===== src/rtl/johnson_seq_ctrl_if.sv =====
`default_nettype none
// ============================================================================
// Module   : johnson_seq_ctrl_if
// Purpose  : Command/status bundle for the Johnson ring sequencer.
//            The master drives the commands and the slave returns the
//            ring pattern and status flags.
// Signals  : start/stop/step  - run control (level sampled)
//            dir              - 0 forward, 1 reverse
//            rate             - prescaler compare value (period = rate+1)
//            load/load_val    - parallel load of a ring pattern
//            ring/phase       - ring state and its position 0..2W-1
//            busy/wrap        - running flag, wrap-around pulse
//            load_err         - sticky illegal-load flag
// Revision : 1.0 - initial release
// ============================================================================
interface johnson_seq_ctrl_if #(
  parameter int W      = 6,
  parameter int RATE_W = 3,
  parameter int PH_W   = 4
) ();
  logic              start;
  logic              stop;
  logic              step;
  logic              dir;
  logic [RATE_W-1:0] rate;
  logic              load;
  logic [W-1:0]      load_val;
  logic [W-1:0]      ring;
  logic [PH_W-1:0]   phase;
  logic              busy;
  logic              wrap;
  logic              load_err;

  modport master (
    output start, stop, step, dir, rate, load, load_val,
    input  ring, phase, busy, wrap, load_err
  );

  modport slave (
    input  start, stop, step, dir, rate, load, load_val,
    output ring, phase, busy, wrap, load_err
  );
endinterface
`default_nettype wire


===== src/rtl/johnson_seq_ctrl.sv =====
`default_nettype none
// ============================================================================
// Module   : johnson_seq_ctrl
// Purpose  : Commandable W-stage Johnson (twisted-ring) shift register with
//            run/stop, single step, direction, programmable step rate and
//            parallel load. Reports phase index and a wrap pulse.
// Ports    : clk    - rising-edge clock
//            rst_n  - asynchronous active-low reset
//            bus    - johnson_seq_ctrl_if.slave (commands in, status out)
// Revision : 1.0 - initial release
// ============================================================================
module johnson_seq_ctrl #(
  parameter int W      = 6,
  parameter int RATE_W = 3,
  parameter int PH_W   = 4
) (
  input wire                clk,
  input wire                rst_n,
  johnson_seq_ctrl_if.slave bus
);

  typedef enum logic [0:0] {
    S_IDLE = 1'b0,
    S_RUN  = 1'b1
  } state_t;

  localparam logic [PH_W-1:0]   c_PH_LAST  = PH_W'(2 * W - 1);
  localparam logic [PH_W-1:0]   c_PH_SPAN  = PH_W'(2 * W);
  localparam logic [W-2:0]      c_EDGE_ONE = (W - 1)'(1);
  localparam logic [RATE_W-1:0] c_CNT_ONE  = RATE_W'(1);

  state_t            r_state, w_state_nxt;
  logic [W-1:0]      r_ring, w_ring_nxt;
  logic [PH_W-1:0]   r_phase, w_phase_nxt;
  logic [RATE_W-1:0] r_count, w_count_nxt;
  logic              r_wrap, w_wrap_nxt;
  logic              r_load_err, w_load_err_nxt;
  logic              w_adv;

  logic [W-2:0]      w_edges;
  logic              w_legal;
  logic [PH_W-1:0]   w_pop;
  logic [W-1:0]      w_ring_fwd, w_ring_rev;
  logic [PH_W-1:0]   w_phase_fwd, w_phase_rev;

  // A legal Johnson pattern has at most one boundary between adjacent bits,
  // i.e. the adjacent-bit difference vector has at most one bit set.
  assign w_edges = bus.load_val[W-2:0] ^ bus.load_val[W-1:1];
  assign w_legal = ((w_edges & (w_edges - c_EDGE_ONE)) == '0);

  always_comb begin
    w_pop = '0;
    for (int i = 0; i < W; i++) begin
      w_pop = w_pop + PH_W'(bus.load_val[i]);
    end
  end

  assign w_ring_fwd  = {r_ring[W-2:0], ~r_ring[W-1]};
  assign w_ring_rev  = {~r_ring[0], r_ring[W-1:1]};
  assign w_phase_fwd = (r_phase == c_PH_LAST) ? '0 : r_phase + PH_W'(1);
  assign w_phase_rev = (r_phase == '0) ? c_PH_LAST : r_phase - PH_W'(1);

  always_comb begin
    w_state_nxt    = r_state;
    w_count_nxt    = r_count;
    w_ring_nxt     = r_ring;
    w_phase_nxt    = r_phase;
    w_load_err_nxt = r_load_err;
    w_adv          = 1'b0;

    if (bus.load) begin
      // Load keeps the FSM state and suppresses any advance this cycle.
      if (w_legal) begin
        w_ring_nxt  = bus.load_val;
        // Upper half of the cycle (MSB set) counts down from 2W.
        w_phase_nxt = bus.load_val[W-1] ? (c_PH_SPAN - w_pop) : w_pop;
      end else begin
        w_ring_nxt     = '0;
        w_phase_nxt    = '0;
        w_load_err_nxt = 1'b1;
      end
      if (r_state == S_RUN) begin
        w_count_nxt = '0;
      end
    end else if (bus.stop) begin
      w_state_nxt = S_IDLE;
    end else begin
      case (r_state)
        S_IDLE: begin
          if (bus.start) begin
            w_state_nxt = S_RUN;
            w_count_nxt = '0;
          end else if (bus.step) begin
            w_adv = 1'b1;
          end
        end
        S_RUN: begin
          if (r_count == bus.rate) begin
            w_adv       = 1'b1;
            w_count_nxt = '0;
          end else if (r_count > bus.rate) begin
            // Rate was lowered below the running count: resync silently.
            w_count_nxt = '0;
          end else begin
            w_count_nxt = r_count + c_CNT_ONE;
          end
        end
        default: w_state_nxt = S_IDLE;
      endcase
    end

    w_wrap_nxt = w_adv & (bus.dir ? (r_phase == '0) : (r_phase == c_PH_LAST));
    if (w_adv) begin
      w_ring_nxt  = bus.dir ? w_ring_rev : w_ring_fwd;
      w_phase_nxt = bus.dir ? w_phase_rev : w_phase_fwd;
    end
  end

  always_ff @(posedge clk or negedge rst_n) begin
    if (!rst_n) begin
      r_state    <= S_IDLE;
      r_count    <= '0;
      r_ring     <= '0;
      r_phase    <= '0;
      r_wrap     <= 1'b0;
      r_load_err <= 1'b0;
    end else begin
      r_state    <= w_state_nxt;
      r_count    <= w_count_nxt;
      r_ring     <= w_ring_nxt;
      r_phase    <= w_phase_nxt;
      r_wrap     <= w_wrap_nxt;
      r_load_err <= w_load_err_nxt;
    end
  end

  assign bus.ring     = r_ring;
  assign bus.phase    = r_phase;
  assign bus.busy     = (r_state == S_RUN);
  assign bus.wrap     = r_wrap;
  assign bus.load_err = r_load_err;

endmodule
`default_nettype wire


===== src/flat_wrapper.sv =====
// flat-port wrapper written by rule: the top's interface ports become plain ports
module johnson_seq_ctrl_flat 
#(
  parameter int W      = 6,
  parameter int RATE_W = 3,
  parameter int PH_W   = 4
)
  (clk, rst_n, bus_start, bus_stop, bus_step, bus_dir, bus_rate, bus_load, bus_load_val, bus_ring, bus_phase, bus_busy, bus_wrap, bus_load_err);
  johnson_seq_ctrl_if #(.W(W), .RATE_W(RATE_W), .PH_W(PH_W)) bus_i ();
  input wire clk;
  input wire rst_n;
  input wire logic [$bits(bus_i.start)-1:0] bus_start;
  input wire logic [$bits(bus_i.stop)-1:0] bus_stop;
  input wire logic [$bits(bus_i.step)-1:0] bus_step;
  input wire logic [$bits(bus_i.dir)-1:0] bus_dir;
  input wire logic [$bits(bus_i.rate)-1:0] bus_rate;
  input wire logic [$bits(bus_i.load)-1:0] bus_load;
  input wire logic [$bits(bus_i.load_val)-1:0] bus_load_val;
  output wire logic [$bits(bus_i.ring)-1:0] bus_ring;
  output wire logic [$bits(bus_i.phase)-1:0] bus_phase;
  output wire logic [$bits(bus_i.busy)-1:0] bus_busy;
  output wire logic [$bits(bus_i.wrap)-1:0] bus_wrap;
  output wire logic [$bits(bus_i.load_err)-1:0] bus_load_err;
  assign bus_i.start = bus_start;
  assign bus_i.stop = bus_stop;
  assign bus_i.step = bus_step;
  assign bus_i.dir = bus_dir;
  assign bus_i.rate = bus_rate;
  assign bus_i.load = bus_load;
  assign bus_i.load_val = bus_load_val;
  assign bus_ring = bus_i.ring;
  assign bus_phase = bus_i.phase;
  assign bus_busy = bus_i.busy;
  assign bus_wrap = bus_i.wrap;
  assign bus_load_err = bus_i.load_err;
  johnson_seq_ctrl #(.W(W), .RATE_W(RATE_W), .PH_W(PH_W)) u_core (.clk(clk), .rst_n(rst_n), .bus(bus_i));
endmodule

===== config.mk =====
export PLATFORM = sky130hd
export DESIGN_NAME = johnson_seq_ctrl_flat
export DESIGN_NICKNAME = d
export VERILOG_FILES = /design/src/rtl/johnson_seq_ctrl_if.sv /design/src/rtl/johnson_seq_ctrl.sv /design/src/flat_wrapper.sv
export SDC_FILE = /design/constraint.sdc
export NUM_CORES = 1
export LEC_CHECK = 0
export CORE_ASPECT_RATIO = 2
export CORE_UTILIZATION = 47
export CTS_BUF_LIST = sky130_fd_sc_hd__clkbuf_8
export CTS_CLUSTER_SIZE = 25
export DETAILED_ROUTE_END_ITERATION = 16
export PLACE_DENSITY_LB_ADDON = 0.2
export SYNTH_ARGS = -nofsm -noshare
export SYNTH_HDL_FRONTEND = slang
export SYNTH_SLANG_ARGS = --single-unit

===== constraint.sdc =====
create_clock -name clk -period 1.6 [get_ports clk]
set_input_delay 0.24 -clock clk [delete_from_list [all_inputs] [get_ports clk]]
set_output_delay 0.24 -clock clk [all_outputs]
set_load 0.01 [all_outputs]

==> impl_metrics.yaml, run 1 <==
drt:
  vias: 1465
  detailedRoute.firstPassIterationCount: 4
  drt.antenna.violating_nets: 0
  viasPerCell: 5.955
  route.final.wire_length_um: 4268
  drtIter0Drc: 58
  drt_wl_cell_um: 17.35
  drc: 0
place:
  place_worst_setup_slack_ns: -1.499
  place.port_buffers: 28
  place.detailed.instances: 241
  post_detail_place_hpwl_um: 3225
  gp_congestion: 0.8125
critical_path:
  cp_cell_sequence: "buf_6 -> ha_4 -> inv_2 -> fa_1 -> fa_2 -> inv_2 -> fa_1 -> inv_2 -> ha_4 -> mux2i_1 -> o32ai_1"
  critical_path.slowest_cell: "sky130_fd_sc_hd__fa_1"
  regToRegEndpoint: "u_core.bus.ring[4]"
  crit_top_cell: "sky130_fd_sc_hd__inv_2"
  criticalPathCategory: "in -> reg"
  cp.arrival_ns: 2.48
  worstSetupStartpointType: "input pin"
  r2r_setup_slk_ns: -0.12
  required_ns: 1.72
  max_stage_delay_ns: 0.59
  worst_r2r_startpoint: "u_core.r_count[2]"
  cp-end-kind: "flip-flop"
  worst-path-max-fanout: 2
  worstRegToRegCells: 7
layout:
  final_net_count: 246
  final-instance-count-excl-fill: 246
  leading_cell_types_in_the_layout_fill_and_taps_excluded: "sky130_fd_sc_hd__buf_4, sky130_fd_sc_hd__clkdlybuf4s50_1, sky130_fd_sc_hd__dfrtp_1, sky130_fd_sc_hd__inv_1, sky130_fd_sc_hd__nor2_1"
  insertedDiodeCount: 0
  layout_commonest_cell: "sky130_fd_sc_hd__buf_4"
  area_delta_synth_final_pct: 59.70
  layout.core_utilization_pct: 80.77
  drive_gt1_share_pct: 36.70
status:
  status: "finished, violations left"
  violated_checks: "negative setup slack"
clock_network:
  path_clk_slew_ns: 0.07
  clockRootBuffer: "sky130_fd_sc_hd__clkbuf_8"
  htreeDepth: 1
  cts-buffers-inserted: 3
  clkLatencyLatePin_ns: 0.25
  tritoncts: "built"
  clock_path_buffers: 2
  postCtsHoldBufs: 0
  cts.sink_count: 16
timing:
  min_period_ns: 2.364
  setup_tns_after_final_layout_ns: -3.026
  slew-limit-headroom_pct: 71.79
  tightest_slew_ns: 0.4178
  rsz0062_at_grt: "true"
  final_min_period_over_clock_period_pct: 147.8
  final.setup_skew_ns: 0.004152
  max_clock_freq_ghz: 0.4230
  timing_hold_violations_final: 0
  maxSlewViolCount: 0
  finalSetupViolCount: 10
  final_critical_path_setup_slack_ns: -0.7641
synthesis:
  syn-instance-count: 151
  synth_seq_cells: 16
  seq_area_frac_synth_pct: 30.42
  synth.cell_area_um2: 1316
  mapped_nets: 178
  syn_avg_cell_area_um2: 8.717
  synth.distinct_cells: 41
  synth_warnings: 0
min_path:
  hold_end: "u_core.bus.ring[0]"
  hold-path-cell-count: 3
  holdCritStartpoint: "bus_load_val[0]"
  min_delay_worst_type: "in -> reg"
pwr:
  combinational_share_of_power_pct: 46.7
  cellInternalPower_uw: 1062
  share_clk_of_total_power_pct: 22.4
  seqPwrFrac_pct: 31.0
  switchingPower_uw: 563.6
  power_density_over_the_cells_nw_per_um2: 773.1
  power.switching_fraction_pct: 34.68
  peakVddDrop_uv: 620.8
  leakage_uw: 0.0009322
global_routing:
  overflow_left_after_global_routing: 0
  antenna_found_initial: 0
  first_pass_grt_wire_length_um: 6844
  maximum_number_of_pins_on_one_net_before_global_route_repair: 17
  grt_pass1_vias: 1619
  gr-usage-all-layers_pct: 32.09
die:
  chipWidth_um: 39.42
  floorplan.die.height_um: 76.84
  die_area_um2: 3029
  floorplan.initialDensity_pct: 50.58
  design.portCount: 29
  rows: 26
  core_um2: 2603
run:
  cap_violations: 0
cell usage after synthesis:
library cell | number | area, um2
sky130_fd_sc_hd__inv_1 | 23 | 86.33
sky130_fd_sc_hd__dfrtp_1 | 16 | 400.4
sky130_fd_sc_hd__nor2_1 | 12 | 45.04
sky130_fd_sc_hd__ha_1 | 8 | 100.1
sky130_fd_sc_hd__nor2b_1 | 8 | 50.05
sky130_fd_sc_hd__a211oi_1 | 7 | 52.55
sky130_fd_sc_hd__a21oi_1 | 6 | 30.03
sky130_fd_sc_hd__nand2_1 | 6 | 22.52
sky130_fd_sc_hd__o21ai_0 | 6 | 30.03
sky130_fd_sc_hd__o32ai_1 | 6 | 52.55
sky130_fd_sc_hd__clkbuf_1 | 5 | 18.77
sky130_fd_sc_hd__o211ai_1 | 4 | 30.03
sky130_fd_sc_hd__a21o_1 | 3 | 22.52
sky130_fd_sc_hd__fa_1 | 3 | 60.06
sky130_fd_sc_hd__mux2i_1 | 3 | 30.03
sky130_fd_sc_hd__nand2b_1 | 3 | 18.77
sky130_fd_sc_hd__a211oi_2 | 2 | 25.02
sky130_fd_sc_hd__nand3_1 | 2 | 10.01
sky130_fd_sc_hd__nand4_1 | 2 | 12.51
sky130_fd_sc_hd__nor4_1 | 2 | 12.51
sky130_fd_sc_hd__o2111ai_1 | 2 | 17.52
sky130_fd_sc_hd__o22ai_1 | 2 | 12.51
sky130_fd_sc_hd__xor2_1 | 2 | 17.52
sky130_fd_sc_hd__a21oi_2 | 1 | 8.760
sky130_fd_sc_hd__a2bb2oi_1 | 1 | 8.760
sky130_fd_sc_hd__a311oi_1 | 1 | 8.760
sky130_fd_sc_hd__and3_1 | 1 | 6.260
sky130_fd_sc_hd__and4b_1 | 1 | 10.01
sky130_fd_sc_hd__buf_1 | 1 | 3.750
sky130_fd_sc_hd__buf_2 | 1 | 5.000
sky130_fd_sc_hd__nor3b_1 | 1 | 7.510
sky130_fd_sc_hd__o221ai_1 | 1 | 8.760
sky130_fd_sc_hd__o221ai_2 | 1 | 15.01
sky130_fd_sc_hd__o2bb2ai_1 | 1 | 8.760
sky130_fd_sc_hd__o311ai_0 | 1 | 8.760
sky130_fd_sc_hd__o31ai_1 | 1 | 7.510
sky130_fd_sc_hd__o41ai_2 | 1 | 16.27
sky130_fd_sc_hd__or2_2 | 1 | 6.260
sky130_fd_sc_hd__or3b_4 | 1 | 11.26
sky130_fd_sc_hd__or4_1 | 1 | 7.510
sky130_fd_sc_hd__or4b_1 | 1 | 10.01
state kept, by name, summed over array words and instances, names as in the netlist:
name	flops
u_core.bus.wrap	1
u_core.bus.load_err	1
u_core.bus.busy	1
u_core.bus.phase	4
u_core.r_count	3
u_core.bus.ring	6
cells by family after synthesis:
logic type | share of synthesized area, %
xor+xnor | 1.331
mux | 2.281
fa+ha+maj | 12.17
buf+inv | 8.649
flops | 30.42
simple gates | 17.49
compound gates | 27.66
how the worst max path moves through the flow:
| stage | slack [ns] | start | end |
|---|---|---|---|
| 2_1_floorplan | -0.86 | bus_load_val[1] | u_core.bus.phase[1] |
| 3_3_place_gp | -1.40 | bus_load_val[0] | u_core.bus.phase[1] |
| 3_5_place_dp | -1.50 | bus_load_val[0] | u_core.bus.phase[1] |
| 4_1_cts | -0.84 | bus_load_val[0] | u_core.bus.phase[1] |
| 5_1_grt | -0.81 | bus_load_val[0] | u_core.bus.phase[1] |
| 6_report | -0.76 | bus_load_val[0] | u_core.bus.phase[1] |
routing by layer:
layer | track usage (%) | wire [um]
met5 | 0 | 0
met2 | 60.66 | 2573
met4 | 20.00 | 222
met3 | 3.468 | 139
met1 | 27.13 | 1333
critical path: cells and delay by family:
family	cells	cell delay, ns
fa+ha+maj	5	1.76
buf+inv	4	0.23
mux	1	0.15
compound gates	1	0.10
power by group through the flow:
stage | Clock [uW] | Combinational [uW] | Sequential (uW)
5_1_grt | 386 | 813 | 511
3_5_place_dp | 0 | 667 | 504
4_1_cts | 365 | 731 | 500
2_1_floorplan | 0 | 312 | 516
3_3_place_gp | 0 | 630 | 501
6_report | 363 | 759 | 503
metrics by stage:
step / hold WS (ns) / cell area, um2 / power, uW
after detailed placement: 0.4719 / 1929 / 1171
final: 0.2664 / 2102 / 1625
after global routing: 0.2619 / 2102 / 1710
after global placement: 0.4443 / 1929 / 1131
after floorplan: -0.05559 / 1336 / 827.9
after CTS: 0.2624 / 2090 / 1596
repair_timing:
action                                  CTS  global route
resized for setup                        41             5
pin swaps                                20             7
endpoints found under the setup margin   13            12
setup buffers                             1             0
final cells by class:
| type | instances | area (um2) |
|---|---|---|
| clock buffer | 4 | 55.05 |
| fill | 168 | 500.5 |
| inverter | 23 | 86.33 |
| multi-input combinational | 105 | 928.4 |
| sequential | 16 | 400.4 |
| tap | 28 | 35.03 |
| timing repair buffer | 70 | 596.8 |
Power figures use the tool's default switching activity.
==> run 2: changes to the inputs <==
--- a/config.mk
+++ b/config.mk
@@ -5,8 +5,9 @@
 export SDC_FILE = /design/constraint.sdc
 export NUM_CORES = 1
 export LEC_CHECK = 0
+export CAP_MARGIN = 20
 export CORE_ASPECT_RATIO = 2
-export CORE_UTILIZATION = 47
+export CORE_UTILIZATION = 45
 export CTS_BUF_LIST = sky130_fd_sc_hd__clkbuf_8
 export CTS_CLUSTER_SIZE = 25
 export DETAILED_ROUTE_END_ITERATION = 16
==> impl_metrics.yaml, run 2 (synthesis gave the netlist of run 1 again) <==
die:
  die_area_um2: 3158
  floorplan.initialDensity_pct: 47.52
  chipWidth_um: 40.24
  rows: 27
  design.portCount: 29
  floorplan.die.height_um: 78.49
  core_um2: 2770
clock_network:
  clkLatencyLatePin_ns: 0.25
  clockRootBuffer: "sky130_fd_sc_hd__clkbuf_8"
  clock_path_buffers: 2
  cts-buffers-inserted: 3
  cts.sink_count: 16
  htreeDepth: 1
  tritoncts: "built"
  path_clk_slew_ns: 0.07
pwr:
  power_density_over_the_cells_nw_per_um2: 771.0
  peakVddDrop_uv: 604.3
  leakage_uw: 0.0009533
min_path:
  min_delay_worst_type: "in -> reg"
global_routing:
  antenna_found_initial: 0
  first_pass_grt_wire_length_um: 6499
  gr-usage-all-layers_pct: 29.50
  grt_pass1_vias: 1536
  overflow_left_after_global_routing: 0
  maximum_number_of_pins_on_one_net_before_global_route_repair: 17
timing:
  finalSetupViolCount: 10
  slew-limit-headroom_pct: 68.16
  final.setup_skew_ns: 0.002233
  maxSlewViolCount: 0
  min_period_ns: 2.430
  timing_hold_violations_final: 0
  rsz0062_at_grt: "true"
  final_critical_path_setup_slack_ns: -0.8295
  tightest_slew_ns: 0.4716
  setup_tns_after_final_layout_ns: -3.564
  max_clock_freq_ghz: 0.4116
  final_min_period_over_clock_period_pct: 151.8
critical_path:
  critPathBufInv: 4
  cp.arrival_ns: 2.55
  worstSetupStartpointType: "input pin"
  required_ns: 1.72
  crit_top_cell: "sky130_fd_sc_hd__inv_2"
  max_stage_delay_ns: 0.47
  critical_path.slowest_cell: "sky130_fd_sc_hd__fa_1"
  cp_cell_sequence: "buf_8 -> ha_4 -> inv_2 -> fa_1 -> fa_2 -> inv_2 -> fa_1 -> inv_2 -> ha_4 -> mux2i_1 -> o32ai_2"
  cp-end-kind: "flip-flop"
  worst-path-max-fanout: 2
  critical-path-top-delay-family: "adder cells"
  criticalPathCategory: "in -> reg"
layout:
  drive_gt1_share_pct: 38.99
  finalInstanceArea_um2: 2162
  number_of_flip_flops_under_the_largest_register_name: 6
  final_net_count: 246
  insertedDiodeCount: 0
  area_delta_synth_final_pct: 64.26
  layout_commonest_cell: "sky130_fd_sc_hd__buf_4"
  leading_cell_types_in_the_layout_fill_and_taps_excluded: "sky130_fd_sc_hd__buf_4, sky130_fd_sc_hd__clkdlybuf4s50_1, sky130_fd_sc_hd__dfrtp_1, sky130_fd_sc_hd__inv_1, sky130_fd_sc_hd__nor2_1"
drt:
  detailedRoute.firstPassIterationCount: 4
  viasPerCell: 5.931
  drt.antenna.violating_nets: 0
  vias: 1465
  drtIter0Drc: 44
  drt_wl_cell_um: 17.04
  drc: 0
  route.final.wire_length_um: 4210
status:
  violated_checks: "negative setup slack"
  status: "finished, violations left"
place:
  dpl-instance-area_um2: 1931
  gp_congestion: 0.8358
  post_detail_place_hpwl_um: 3124
  place.port_buffers: 28
run:
  cap_violations: 0
-- run 2: worst min-delay path, stage by stage --
cell and delay (ns):
sky130_fd_sc_hd__buf_8 0.10, sky130_fd_sc_hd__inv_1 0.05, sky130_fd_sc_hd__o32ai_1 0.08
-- run 2: report_power, final --
group	leakage, uW	internal (uW)	switching, uW
Clock	0.0000288	219	151
Sequential	0.000207	448	55.8
Combinational	0.000718	415	379
-- run 2: cell type report --
class	count	area [um2]
inverter	23	86.33
clock buffer	4	55.05
tap	29	36.28
multi-input combinational	105	978.4
timing repair buffer	70	605.6
sequential	16	400.4
fill	197	608.1
-- run 2: through the flow --
step           hold slack, ns  setup slack, ns  total power [uW]  util [%]  instances
2_1_floorplan        -0.05559          -0.8642             827.9         -        151
4_1_cts                0.2603          -0.8797              1618     75.65        246
6_report               0.2662          -0.8295              1667     78.05        247
3_3_place_gp           0.4438           -1.376              1144     69.69        242
5_1_grt                0.2766          -0.8466              1764     78.05        247
3_5_place_dp           0.4519           -1.526              1181     69.69        242
-- run 2: path summary, 6_finish.rpt --
| kind | depth (start not counted) | end | from | slack, ns |
|---|---|---|---|---|
| max | 11 | u_core.bus.phase[1] | bus_load_val[0] | -0.83 |
| min | 3 | u_core.bus.ring[0] | bus_load_val[0] | 0.27 |
| max reg2reg | 8 | u_core.bus.ring[0] | u_core.r_count[0] | -0.21 |
| min reg2reg | 1 | u_core.bus.load_err | u_core.bus.load_err | 0.47 |
| max in group asynchronous | 2 | u_core.bus.wrap | rst_n | 1.09 |
| min in group asynchronous | 2 | u_core.r_count[1] | rst_n | 0.32 |
-- run 2: layer usage --
| metal | GRT usage [%] | up-vias | wire, um |
|---|---|---|---|
| met2 | 57.58 | 48 | 2522 |
| li1 | - | 681 | - |
| met3 | 3.672 | 14 | 124 |
| met4 | 11.67 | 0 | 102 |
| met1 | 26.52 | 722 | 1459 |
| met5 | 0 | - | 0 |
-- run 2: what timing repair did --
| action | CTS | global route |
|---|---|---|
| hold buffers | 0 | 0 |
| setup endpoints to repair | 12 | 16 |
| buffers inserted | 0 | 1 |
| resized for setup | 40 | 13 |
| pin swaps | 21 | 9 |
==> run 3: changes to the inputs <==
--- a/config.mk
+++ b/config.mk
@@ -6,7 +6,7 @@
 export NUM_CORES = 1
 export LEC_CHECK = 0
 export CAP_MARGIN = 20
-export CORE_ASPECT_RATIO = 2
+export CORE_ASPECT_RATIO = 0.75
 export CORE_UTILIZATION = 45
 export CTS_BUF_LIST = sky130_fd_sc_hd__clkbuf_8
 export CTS_CLUSTER_SIZE = 25
==> impl_metrics.yaml, run 3 (synthesis gave the netlist of run 1 again) <==
layout:
  area_delta_synth_final_pct: 63.31
  leading_cell_types_in_the_layout_fill_and_taps_excluded: "sky130_fd_sc_hd__buf_4, sky130_fd_sc_hd__clkdlybuf4s50_1, sky130_fd_sc_hd__inv_1, sky130_fd_sc_hd__dfrtp_1, sky130_fd_sc_hd__nor2_1"
  number_of_flip_flops_under_the_largest_register_name: 6
  layout_commonest_cell: "sky130_fd_sc_hd__buf_4"
  finalInstanceArea_um2: 2150
  insertedDiodeCount: 0
  drive_gt1_share_pct: 35.05
  final_net_count: 242
die:
  chipWidth_um: 64.45
  floorplan.die.height_um: 48.84
  die_area_um2: 3148
  floorplan.initialDensity_pct: 49.07
  core_um2: 2683
  design.portCount: 29
  rows: 16
global_routing:
  maximum_number_of_pins_on_one_net_before_global_route_repair: 17
  antenna_found_initial: 0
  grt_pass1_vias: 1470
  overflow_left_after_global_routing: 0
  first_pass_grt_wire_length_um: 6927
  gr-usage-all-layers_pct: 28.88
clock_network:
  clkLatencyLatePin_ns: 0.25
  tritoncts: "built"
  cts-buffers-inserted: 3
  clock_path_buffers: 2
  postCtsHoldBufs: 0
  htreeDepth: 1
  path_clk_slew_ns: 0.07
  cts.sink_count: 16
  clockRootBuffer: "sky130_fd_sc_hd__clkbuf_8"
timing:
  rsz0062_at_grt: "true"
  max_clock_freq_ghz: 0.4119
  tightest_slew_ns: 0.4097
  setup_tns_after_final_layout_ns: -3.876
  final_min_period_over_clock_period_pct: 151.7
  maxSlewViolCount: 0
  finalSetupViolCount: 14
  min_period_ns: 2.428
  final.setup_skew_ns: 0.002686
  final_critical_path_setup_slack_ns: -0.8279
  timing_hold_violations_final: 0
  slew-limit-headroom_pct: 72.34
drt:
  drt.antenna.violating_nets: 0
  route.final.wire_length_um: 4484
  viasPerCell: 6.000
  vias: 1500
  drc: 0
  drtIter0Drc: 122
  drt_wl_cell_um: 17.94
  detailedRoute.firstPassIterationCount: 4
pwr:
  peakVddDrop_uv: 512.4
  post-layout-total-power_uw: 1653
  leakage_uw: 0.0009459
  power_density_over_the_cells_nw_per_um2: 769.0
place:
  post_detail_place_hpwl_um: 2971
  gp_congestion: 0.7957
  place.port_buffers: 28
  dpl-instance-area_um2: 1907
  place_worst_setup_slack_ns: -1.474
critical_path:
  crit_top_cell: "sky130_fd_sc_hd__inv_2"
  cp.arrival_ns: 2.55
  worstRegToRegCells: 6
  worst-path-max-fanout: 2
  cp_cell_sequence: "buf_6 -> ha_4 -> inv_2 -> fa_1 -> fa_2 -> inv_2 -> fa_1 -> inv_2 -> ha_4 -> mux2i_1 -> o32ai_1"
  critical_path.slowest_cell: "sky130_fd_sc_hd__fa_1"
  criticalPathCategory: "in -> reg"
  worstSetupStartpointType: "input pin"
  max_stage_delay_ns: 0.49
  required_ns: 1.72
  cp-end-kind: "flip-flop"
status:
  violated_checks: "negative setup slack"
  status: "finished, violations left"
run:
  cap_violations: 0
min_path:
  min_delay_worst_type: "in -> reg"
  hold-path-cell-count: 3
==> run 3: routing by layer <==
metal	part of all wire [%]	GRT usage, %	vias up
met1	41	36.73	734
met5	0	0	-
met2	50	50.53	66
li1	-	-	673
met4	3.3	5.926	0
met3	5.6	6.075	27
==> run 3: report_power, final <==
group	internal, uW	switching [uW]	total (uW)
logic	396	379	776
registers	448	57.3	505
clock network	219	154	372
==> run 3: final cells by class <==
| class | instances | area [um2] |
|---|---|---|
| Inverter | 23 | 86.33 |
| Multi-Input combinational cell | 105 | 962.2 |
| Timing Repair Buffer | 66 | 600.6 |
| Clock buffer | 4 | 55.05 |
| Tap cell | 36 | 45.04 |
| Sequential cell | 16 | 400.4 |
| Fill cell | 170 | 533.0 |
==> run 3: through the flow <==
step                      util (%)  hold slack [ns]  std cells
final                        80.13           0.2417        250
after global routing         80.13           0.2473        250
after CTS                    78.36           0.2398        249
after detailed placement     71.08           0.4474        243
after global placement       71.08           0.4406        243
after floorplan                  -         -0.05559        151
==> run 3: final timing paths <==
check                                    start                  end  slack [ns]
min in group asynchronous                rst_n   u_core.bus.ring[4]        0.31
setup reg to reg             u_core.r_count[0]  u_core.bus.phase[2]       -0.24
setup / recovery               bus_load_val[0]  u_core.bus.phase[1]       -0.83
hold reg to reg            u_core.bus.load_err  u_core.bus.load_err        0.46
max in group asynchronous                rst_n      u_core.bus.wrap        1.10
hold / removal                 bus_load_val[0]   u_core.bus.ring[0]        0.24
==> run 3: critical path, delay by kind of cell <==
kind	cells	cell delay [ns]
AOI/OAI and AO/OA	1	0.11
buffers and inverters	4	0.29
adders and majority gates	5	1.76
muxes	1	0.14
==> run 3: repair_timing <==
item | CTS | global route
endpoints found under the setup margin | 14 | 17
resized for setup | 36 | 10
buffers inserted | 1 | 1
pin swaps | 19 | 5
gates cloned | 1 | 0
